<file path="src/rtl/nco_phase_acc.sv">
// NCO phase accumulator: double-buffered tuning word, optional LFSR dither,
// static phase offset, truncation to the angle width with a 3-cycle valid strobe.
module nco_phase_acc #(
    parameter int unsigned ACC_WIDTH   = 32,
    parameter int unsigned ANGLE_WIDTH = 20,
    parameter bit          DITHER      = 1'b1
) (
    input  logic                   clk,
    input  logic                   rst_n,
    input  logic                   enable,
    input  logic [ACC_WIDTH-1:0]   freq_in,
    input  logic                   freq_load,
    output logic                   freq_ack,
    input  logic [ANGLE_WIDTH-1:0] phase_off,
    input  logic                   phase_sync,
    output logic [ANGLE_WIDTH-1:0] angle,
    output logic                   angle_valid
);

    localparam int unsigned FRAC_WIDTH = ACC_WIDTH - ANGLE_WIDTH;
    localparam int unsigned DW         = (FRAC_WIDTH < 16) ? FRAC_WIDTH : 16;

    logic [ACC_WIDTH-1:0]   shadow_word;
    logic [ACC_WIDTH-1:0]   active_word;
    logic                   load_pending;
    logic                   apply_c;

    logic [ACC_WIDTH-1:0]   acc;
    logic                   en_d1;
    logic [ANGLE_WIDTH-1:0] off_d1;

    logic [ANGLE_WIDTH-1:0] sum_hi;
    logic                   en_d2;
    logic [ANGLE_WIDTH-1:0] off_d2;

    logic [ACC_WIDTH-1:0]   dither_c;
    logic [ANGLE_WIDTH-1:0] sum_hi_c;

    assign apply_c  = enable & load_pending;
    assign sum_hi_c = ANGLE_WIDTH'((acc + dither_c) >> FRAC_WIDTH);

    // Tuning word double buffer; a load in the apply cycle keeps pending set
    always_ff @(posedge clk or negedge rst_n) begin
        if (!rst_n) begin
            shadow_word  <= '0;
            active_word  <= '0;
            load_pending <= 1'b0;
            freq_ack     <= 1'b0;
        end else begin
            if (freq_load) begin
                shadow_word <= freq_in;
            end
            if (apply_c) begin
                active_word <= shadow_word;
            end
            if (freq_load) begin
                load_pending <= 1'b1;
            end else if (apply_c) begin
                load_pending <= 1'b0;
            end
            freq_ack <= apply_c;
        end
    end

    // Stage 1: phase integration, sync has priority over accumulate
    always_ff @(posedge clk or negedge rst_n) begin
        if (!rst_n) begin
            acc    <= '0;
            en_d1  <= 1'b0;
            off_d1 <= '0;
        end else begin
            if (phase_sync) begin
                acc <= '0;
            end else if (enable) begin
                acc <= acc + active_word;
            end
            en_d1 <= enable;
            if (enable) begin
                off_d1 <= phase_off;
            end
        end
    end

    generate
        if (DITHER) begin : g_dither
            logic [15:0] lfsr;

            // x^16+x^14+x^13+x^11+1 Fibonacci, one step per sample
            always_ff @(posedge clk or negedge rst_n) begin
                if (!rst_n) begin
                    lfsr <= 16'hACE1;
                end else if (en_d1) begin
                    lfsr <= {lfsr[14:0], lfsr[15] ^ lfsr[13] ^ lfsr[12] ^ lfsr[10]};
                end
            end

            assign dither_c = ACC_WIDTH'(lfsr[DW-1:0]);
        end else begin : g_no_dither
            assign dither_c = '0;
        end
    endgenerate

    // Stage 2: dither below the truncation point, keep only the angle bits
    always_ff @(posedge clk or negedge rst_n) begin
        if (!rst_n) begin
            sum_hi <= '0;
            en_d2  <= 1'b0;
            off_d2 <= '0;
        end else begin
            en_d2 <= en_d1;
            if (en_d1) begin
                sum_hi <= sum_hi_c;
                off_d2 <= off_d1;
            end
        end
    end

    // Stage 3: offset add, angle holds between samples
    always_ff @(posedge clk or negedge rst_n) begin
        if (!rst_n) begin
            angle       <= '0;
            angle_valid <= 1'b0;
        end else begin
            angle_valid <= en_d2;
            if (en_d2) begin
                angle <= sum_hi + off_d2;
            end
        end
    end

endmodule

</file>
<file path="config.mk">
export PLATFORM = sky130hd
export DESIGN_NAME = nco_phase_acc
export DESIGN_NICKNAME = d
export VERILOG_FILES = /design/src/rtl/nco_phase_acc.sv
export SDC_FILE = /design/constraint.sdc
export NUM_CORES = 1
export LEC_CHECK = 0
export BUFFER_PORTS_ARGS = -buffer_cell sky130_fd_sc_hd__buf_2
export CORE_ASPECT_RATIO = 0.6
export CORE_MARGIN = 5
export CORE_UTILIZATION = 30
export CTS_CLUSTER_SIZE = 25
export DETAILED_ROUTE_END_ITERATION = 16
export GPL_TIMING_DRIVEN = 0
export PLACE_DENSITY_LB_ADDON = 0.12
export SLEW_MARGIN = 20
export SYNTH_ARGS = -nofsm -noshare
export SYNTH_HDL_FRONTEND = slang
export SYNTH_SLANG_ARGS = --single-unit
</file>
<file path="constraint.sdc">
create_clock -name clk -period 4.97 [get_ports clk]
set_input_delay 0 -clock clk [delete_from_list [all_inputs] [get_ports clk]]
set_output_delay 0 -clock clk [all_outputs]
set_load 0.02 [all_outputs]
</file>
After elaboration in Yosys (flattened, before gate mapping)
Index checks and enable logic that the tools add are counted.

cells by class
  add/sub/neg operators = 3
  multipliers = 0
  div/mod/pow operators = 0
  order comparisons = 0
  eq/ne operators = 0
  shift-type cells = 0
  muxes and demuxes = 4
  bitwise logic cells = 4
  reduce and logical (&&, ||, !) cells = 2

operators by type and width
  cell                     count
  two-way mux 32 bit       2
  adder 32 x 12 -> 32 bit  1
  adder 32 bit             1
  adder 20 bit             1
  nonzero test 2 bit       2
  bitwise XOR 1 bit        3
  two-way mux 1 bit        2
  bitwise AND 1 bit        1

word-level totals
  bits in registers = 197
  bits in latches = 0
  bits in writable memories = 0
  ROM bits = 0
  bits of input ports = 57
  memories = 0

Logic depth before layout (Yosys ltp)
Gate-level depths: netlist (run 1).

  depth after elaboration = 3
  mapped depth = 12
  depth with buffers taken out = 12

Least setup slack after synthesis (run 1)
Ideal clock, no wire load.

  path type = reg-to-reg
  start = register acc[0]
  end = register acc[28]
  library setup time = 0.138 ns
  arrival time = 2.673 ns
  setup slack = 2.159 ns
  stages on the path, launching flop included = 13
  path buffers = 0
  clock period less this slack = 2.811 ns
  path through = dfrtp_1 -> ha_1 -> inv_1 -> fa_1 -> and2b_1 -> o21ai_1 -> a21oi_1 -> a31o_2 -> o2111ai_2 -> a21oi_2 -> o21ai_1 -> and3_1 -> or4_1

on the way
  word-level cells in the longest chain between the ends = 3

ends and longest elaborated chain
  what                      line  RTL
  start: declaration        28    logic [ACC_WIDTH-1:0] acc;
  start signal: assignment  75    acc <= acc + active_word;
  adder 32 bit              75
  two-way mux 32 bit        74    end else if (enable) begin
  two-way mux 32 bit        72    if (phase_sync) begin

No other way between the ends. The select of a mux whose other input is x is not followed.
A chain may end at the register's enable or synchronous reset.

Final worst setup path (run 1)
  start = register active_word[0]
  end = register acc[30]

on the way
  word-level cells in the longest chain between the ends = 3

ends and longest elaborated chain
  what                      line  RTL
  start: declaration        24    logic [ACC_WIDTH-1:0] active_word;
  start signal: assignment  54    active_word <= shadow_word;
  adder 32 bit              75
  two-way mux 32 bit        74
  two-way mux 32 bit        72

No other way between the ends. The select of a mux whose other input is x is not followed.

==> results of run 1 <==
-- report_power, final --
part           total, W  leakage (nW)  internal [W]  switching [W]
clock           0.00132         0.254      0.000688       0.000628
combinational   0.00234          3.04       0.00105        0.00129
sequential      0.00234          2.37       0.00201       0.000325
-- critical path: stages (launching register included) --
cell and delay [ns]:
dfrtp_1 0.40, ha_1 0.22, inv_1 0.07, fa_1 0.37, and2b_1 0.23, o21ai_1 0.08, a21oi_1 0.41, a31o_2 0.30
o21ai_0 0.13, a21oi_1 0.52, nor2_1 0.13, o21a_1 0.23, o311ai_0 0.34
-- final cells by class --
cell class / count / area [sq um] / area share [%]
clock buffers: 22 / 444 / 3.48
multi-input cells: 695 / 5390 / 42.2
inverters: 33 / 124 / 0.971
flip-flops and latches: 197 / 4940 / 38.7
clock inverters: 10 / 86.3 / 0.677
plain buffers: 40 / 153 / 1.20
repair buffers: 138 / 1040 / 8.16
well taps: 467 / 584 / 4.58
-- stage by stage --
stage	cells	util (%)	total power (W)	area (sq um)	setup slack (ns)
3_5_place_dp	1511	33.3	0.00466	11600	1.46
4_1_cts	1602	36.5	0.00606	12800	1.46
6_report	1602	36.5	0.00599	12800	1.40
2_1_floorplan	965	-	0.00398	10600	2.16
3_3_place_gp	1509	33.1	0.00465	11600	0.255
5_1_grt	1602	36.5	0.00644	12800	1.20
-- cells by family after synthesis --
family / after synthesis
buf+inv: 73
fa+ha+maj: 63
xor+xnor: 38
mux: 144
simple gates: 239
compound gates: 211
flops: 197
-- synthesized netlist by cell type (all sizes together), types with 16 or more instances --
library cell	instances
nand3	17
inv	33
a21oi	65
nor3	29
mux2	128
dfrtp	189
mux2i	16
nor2	68
clkbuf	28
o21ai	36
ha	61
a21o	30
xnor2	28
nand2	53
-- registers in the layout, indices dropped and copies added, names as in the netlist --
register	cells
off_d1	20
g_dither.lfsr	16
sum_hi	20
angle	20
active_word	32
load_pending	1
acc	32
en_d1	1
off_d2	20
freq_ack	1
angle_valid	1
en_d2	1
shadow_word	32
-- timing repair --
item                                    CTS  global route
hold buffers                             59             0
endpoints found under the setup margin    0             0
endpoints found under the hold margin   242             0
gates resized for setup                   0             0
-- cells in the final DEF (no fill, tap or decap), types with 6 or more instances in the layout --
cell type,instances
dlygate4sd3_1,59
and2_1,6
nand2_1,53
clkbuf_16,17
nand4_1,12
nor2b_1,11
o21a_1,12
nor3_1,29
inv_1,33
a31oi_1,6
o21ai_1,6
clkbuf_1,33
o21ai_0,29
nand3_1,16
dfstp_2,8
xnor2_1,28
mux2_2,128
buf_2,78
a21oi_1,64
ha_1,61
xor2_1,10
and3_1,8
mux2i_1,16
buf_1,10
a21o_1,30
dfrtp_1,189
nor2_1,68
-- routing by layer --
metal,track usage [%],vias up,part of all wire (%)
met5,0,-,0
met4,3.06,0,0.92
met3,3.00,19,3.9
met2,18.5,128,36
met1,25.0,3805,59
li1,-,3831,-
-- worst paths after layout --
kind,endpoint,slack [ns],depth (start not counted)
worst min-delay path,acc[30],0.05,3
min in group asynchronous,shadow_word[14],0.54,3
worst max register to register,acc[30],1.40,12
worst max-delay path,acc[30],1.40,12
worst min register to register,en_d2,0.40,0
max in group asynchronous,shadow_word[13],3.36,4
==> flow_summary_export.csv, run 1 <==
group,metric,value,unit
synth,synth_top_family_by_area,"multiplexers",
clock_tree,cts_made_buffers,17,
grt,grt_pass1_vias,7661,
clock_tree,numClockSinks,197,
cells_and_area,diodes,0,
timing,fin_crit_sh,71.8,%
die,die_h,156,um
worst_setup_path,arrival,3.88,ns
synth,syn-cell-area,0.0106,sq mm
clock_tree,htreeDepth,4,
worst_setup_path,cp_max_fo,5,
die,die_area,0.0393,sq mm
grt,antenna_found_initial,0,
cells_and_area,drive_above_1_share,22.8,%
routing,via_per_inst,4.86,
synth,synth-seq-area-share,46.6,%
timing,rsz0062_at_grt,"false",
grt,gr-usage-all-layers,14.7,%
worst_setup_path,cp-start-kind,"register",
timing,fin_tns_setup,0,ns
clock_tree,clk_pin_slew,0.07,ns
cells_and_area,area_growth,20.3,%
timing,hold_viol_final,0,
timing,holdWs,0.0532,ns
timing,final-max-slew-violation-count,0,
grt,overflow,0,
synth,synth_seq_cells,197,
synth,yosysTopAreaCellShare,44.6,%
timing,layout_min_cycle_time,3.57,ns
synth,synthXorXnorAreaFrac,3.14,%
synth,synth_cells,965,
placed_design,dp_hpwl,21.1,mm
grt,grt_max_degree,90,
worst_hold_path,min_from,"phase_sync",
placed_design,place.gp.congestion,0.858,
routing,antenna_left,0,
pwr,cellPowerDensity,470,mW/mm^2
routing,vias,7783,
routing,drc_errors,0,
run,cap_violations,0,
pwr,ir_worst_vdd,297,uV
worst_setup_path,required,5.28,ns
synth,synth.top_cells.by_area,"dfrtp_1, mux2_2, ha_1, a21oi_1, nor2_1",
synth,synthDistinctLibCells,74,
worst_setup_path,crit_path_start,"active_word[0]",
synth,synthArstFlopShare,100,%
routing,finalWirelength,28.1,mm
synth,syn-num-nets,1085,
worst_hold_path,worst_hold_path_type,"input pin to register",
cells_and_area,final_nets,1242,
synth,syn_avg_cell_area,11.0,sq um
routing,wire_per_inst,17.5,um
die,initial_utilization,30.3,%
timing,max_freq,280,MHz
worst_setup_path,endpoint_kind,"register",
worst_setup_path,reg2reg_from,"active_word[0]",
synth,synthMuxAreaShare,15.1,%
die,design.core.area,0.0349,sq mm
timing,setup-violations-final,0,
clock_tree,cts_tree,"yes",
clock_tree,cts_setup_buffers,0,
grt,grt_pass1_wl,45.1,mm
synth,synth_edf_count,0,
synth,yosysTopAreaCell,"dfrtp_1",
die,rows,53,
pwr,p_leak,5.66,nW
cells_and_area,nFillCells,3522,
clock_tree,insertion_delay,0.45,ns
routing,dr.pass1.iters,4,
synth,ys.flop_type,"dfrtp_1",
routing,drtIter0Drc,523,
worst_setup_path,path_class,"register to register",
synth,synthSimpleGateAreaFrac,11.2,%
synth,yosys_warnings,0,
die,die_x,253,um
timing,fin_worst_skew,0.0141,ns
placed_design,port_buffers,77,
clock_tree,clock_path_buffers,2,
synth,synth_compound_area_share,13.8,%
timing,worst_pin_slew,0.958,ns
synth,yosys.area_share.adder,7.58,%
clock_tree,root_buffer,"clkbuf_16",
die,boundaryPins,79,
timing,slew_headroom,36.2,%
status,status,"finished clean",
Note: power is estimated with default switching activity, not from simulation.
==> run 2, diff against run 1 <==
Clock period 4.97 ns to 3 ns, I/O delays scaled along.
==> run 2 against run 1 <==
  * The run now ends with setup timing left
  * Global-route usage increased by 0.085 points
  * Critical path type unchanged
  * Largest cell class unchanged
  * Combinational power increased by 71%
  * First-iteration DRC count decreased by 9.0%
  * Cell area increased by 1.7%
  * Total power increased by 68%
  * Clock-buffer cell count unchanged
  * Sequential cell count unchanged
  * Worst hold slack got worse by 0.026 ns
  * Via count increased by 1.6%
  * Cell count increased by 0.62%
==> flow_summary_export.csv, run 2 (synthesis results as in run 1) <==
group,metric,value,unit
timing,holdWs,0.0270,ns
grt,grt_max_degree,90,
routing,drtIter0Drc,476,
clock_tree,clock_path_buffers,2,
worst_setup_path,endpoint_kind,"register",
clock_tree,clk_pin_slew,0.08,ns
cells_and_area,final_common_cell,"dfrtp_1",
die,die_area,0.0393,sq mm
worst_setup_path,reg2reg_depth,12,
routing,dr.pass1.iters,5,
cells_and_area,area_growth,22.4,%
grt,grt_pass1_vias,7711,
status,violations,"setup timing",
cells_and_area,drive_above_1_share,25.3,%
die,die_x,253,um
die,design.core.area,0.0349,sq mm
routing,via_per_inst,4.91,
run,cap_violations,0,
clock_tree,insertion_delay,0.45,ns
worst_setup_path,r2r_slack,-0.01,ns
worst_setup_path,critPathCapture,"acc[28]",
worst_hold_path,worst_hold_path_type,"input pin to register",
timing,fin_worst_skew,0.0148,ns
status,status,"finished, violations left",
routing,antenna_left,0,
worst_setup_path,path_cells,"ha_2 -> inv_1 -> fa_2 -> and2b_2 -> o21ai_4 -> a21oi_4 -> a31o_4 -> o2111ai_4 -> a21oi_4 -> o21ai_2 -> and3_1 -> or4_1",
placed_design,place.gp.congestion,0.858,
worst_setup_path,slowest_stage,"or4_1",
worst_setup_path,crit_path_start,"active_word[0]",
timing,max_freq,332,MHz
placed_design,dp_hpwl,21.1,mm
die,rows,53,
clock_tree,cts_made_buffers,17,
routing,drc_errors,0,
die,boundaryPins,79,
timing,rsz0062_at_grt,"true",
grt,gr-usage-all-layers,14.8,%
grt,overflow,0,
worst_setup_path,required,3.31,ns
worst_setup_path,timing.rr.end,"acc[28]",
timing,fin_crit_sh,100,%
worst_setup_path,reg2reg_from,"active_word[0]",
clock_tree,numClockSinks,197,
cells_and_area,nFillCells,3504,
worst_setup_path,crit_path_frequent_cell,"a21oi_4",
worst_setup_path,crit_family,"compound AO/OA/AOI/OAI gates",
worst_setup_path,arrival,3.32,ns
routing,finalWirelength,28.5,mm
clock_tree,root_buffer,"clkbuf_16",
routing,dr_wl_met2,10.5,mm
cells_and_area,diodes,0,
die,die_h,156,um
placed_design,place_area,0.0116,sq mm
timing,layout_min_cycle_time,3.01,ns
routing,vias,7908,
worst_setup_path,cp-start-kind,"register",
routing,routed.top_layer,"met4",
clock_tree,cts_tree,"yes",
worst_setup_path,path_depth,12,
routing,wl_met1,16.5,mm
timing,worst_pin_slew,0.993,ns
cells_and_area,final_nets,1252,
timing,final-max-slew-violation-count,0,
timing,slew_headroom,33.8,%
worst_setup_path,path_class,"register to register",
timing,setup-violations-final,1,
pwr,p_leak,5.73,nW
cells_and_area,finalInstanceArea,0.0130,sq mm
clock_tree,htreeDepth,4,
worst_setup_path,worst-path-buf-inv,1,
routing,wire_per_inst,17.7,um
worst_setup_path,cp_max_fo,3,
cells_and_area,largestRegisters,"acc (32), active_word (32), shadow_word (32)",
pwr,ir_worst_vdd,495,uV
worst_setup_path,cp_slowest_stage_delay,0.45,ns
grt,antenna_found_initial,0,
timing,fin_ws,-0.00997,ns
worst_hold_path,min_path_cells,3,
routing,wl_met3,1.20,mm
placed_design,port_buffers,77,
pwr,cellPowerDensity,775,mW/mm^2
grt,grt_pass1_wl,45.4,mm
cells_and_area,final_cell_mix,"dfrtp_1, mux2_2, buf_2",
die,initial_utilization,30.3,%
timing,hold_viol_final,0,
==> run 2: changes by cell type in the layout (fill, tap and decap cells not counted), sizes merged <==
cell and change:
buf +11, clkbuf -1
==> run 2: worst register-to-register path, delay by kind of cell, from the launching register on <==
kind,cells,cell delay [ns]
fa+ha+maj,2,0.53
flops,1,0.40
compound gates,6,1.02
buf+inv,1,0.05
simple gates,3,0.86
==> run 2: timing repair <==
item,in CTS,in global routing
pin swaps,8,14
buffers inserted,6,5
hold endpoints to repair,242,0
endpoints found under the setup margin,9,17
gates resized for setup,14,19
gates cloned,0,0
hold buffers,59,0
==> run 2: metal layers <==
metal,up-vias,global-route usage [%]
li1,3855,-
met3,15,2.85
met2,122,18.8
met4,0,2.98
met5,-,0
met1,3916,25.1
==> run 2: metrics by stage <==
stage	utilization, %	cells	total power, W	setup TNS (ns)	setup slack (ns)
final	37.1	1612	0.0101	-0.00997	-0.00997
after global routing	37.1	1612	0.0108	-0.290	-0.0949
after CTS	36.9	1608	0.0101	0	0.0000338
after detailed placement	33.3	1511	0.00772	-1.87	-0.513
after global placement	33.1	1509	0.00770	-324.91	-1.72
after floorplan	-	965	0.00659	0	0.189
==> run 2: cell type report <==
cell class | instances | area (sq um) | share of cell area (%)
clock buffers | 22 | 444 | 3.42
well taps | 467 | 584 | 4.50
clock inverters | 10 | 86.3 | 0.665
inverters | 33 | 124 | 0.955
multi-input cells | 695 | 5520 | 42.5
plain buffers | 39 | 151 | 1.17
repair buffers | 149 | 1130 | 8.69
flip-flops and latches | 197 | 4940 | 38.1
==> run 2: how the worst min path moves through the flow <==
stage	startpoint	end	slack [ns]
after floorplan	rst_n	acc[0]	-0.30
after global placement	enable	en_d1	0.14
after detailed placement	rst_n	shadow_word[13]	-0.11
after CTS	phase_sync	acc[30]	0.03
after global routing	phase_sync	acc[30]	0.04
final	phase_sync	acc[30]	0.03
==> run 2: report_power, final <==
| group | internal (W) | switching, W | total, W |
|---|---|---|---|
| clock | 0.00114 | 0.00105 | 0.00219 |
| combinational | 0.00178 | 0.00221 | 0.00399 |
| sequential | 0.00334 | 0.000542 | 0.00388 |
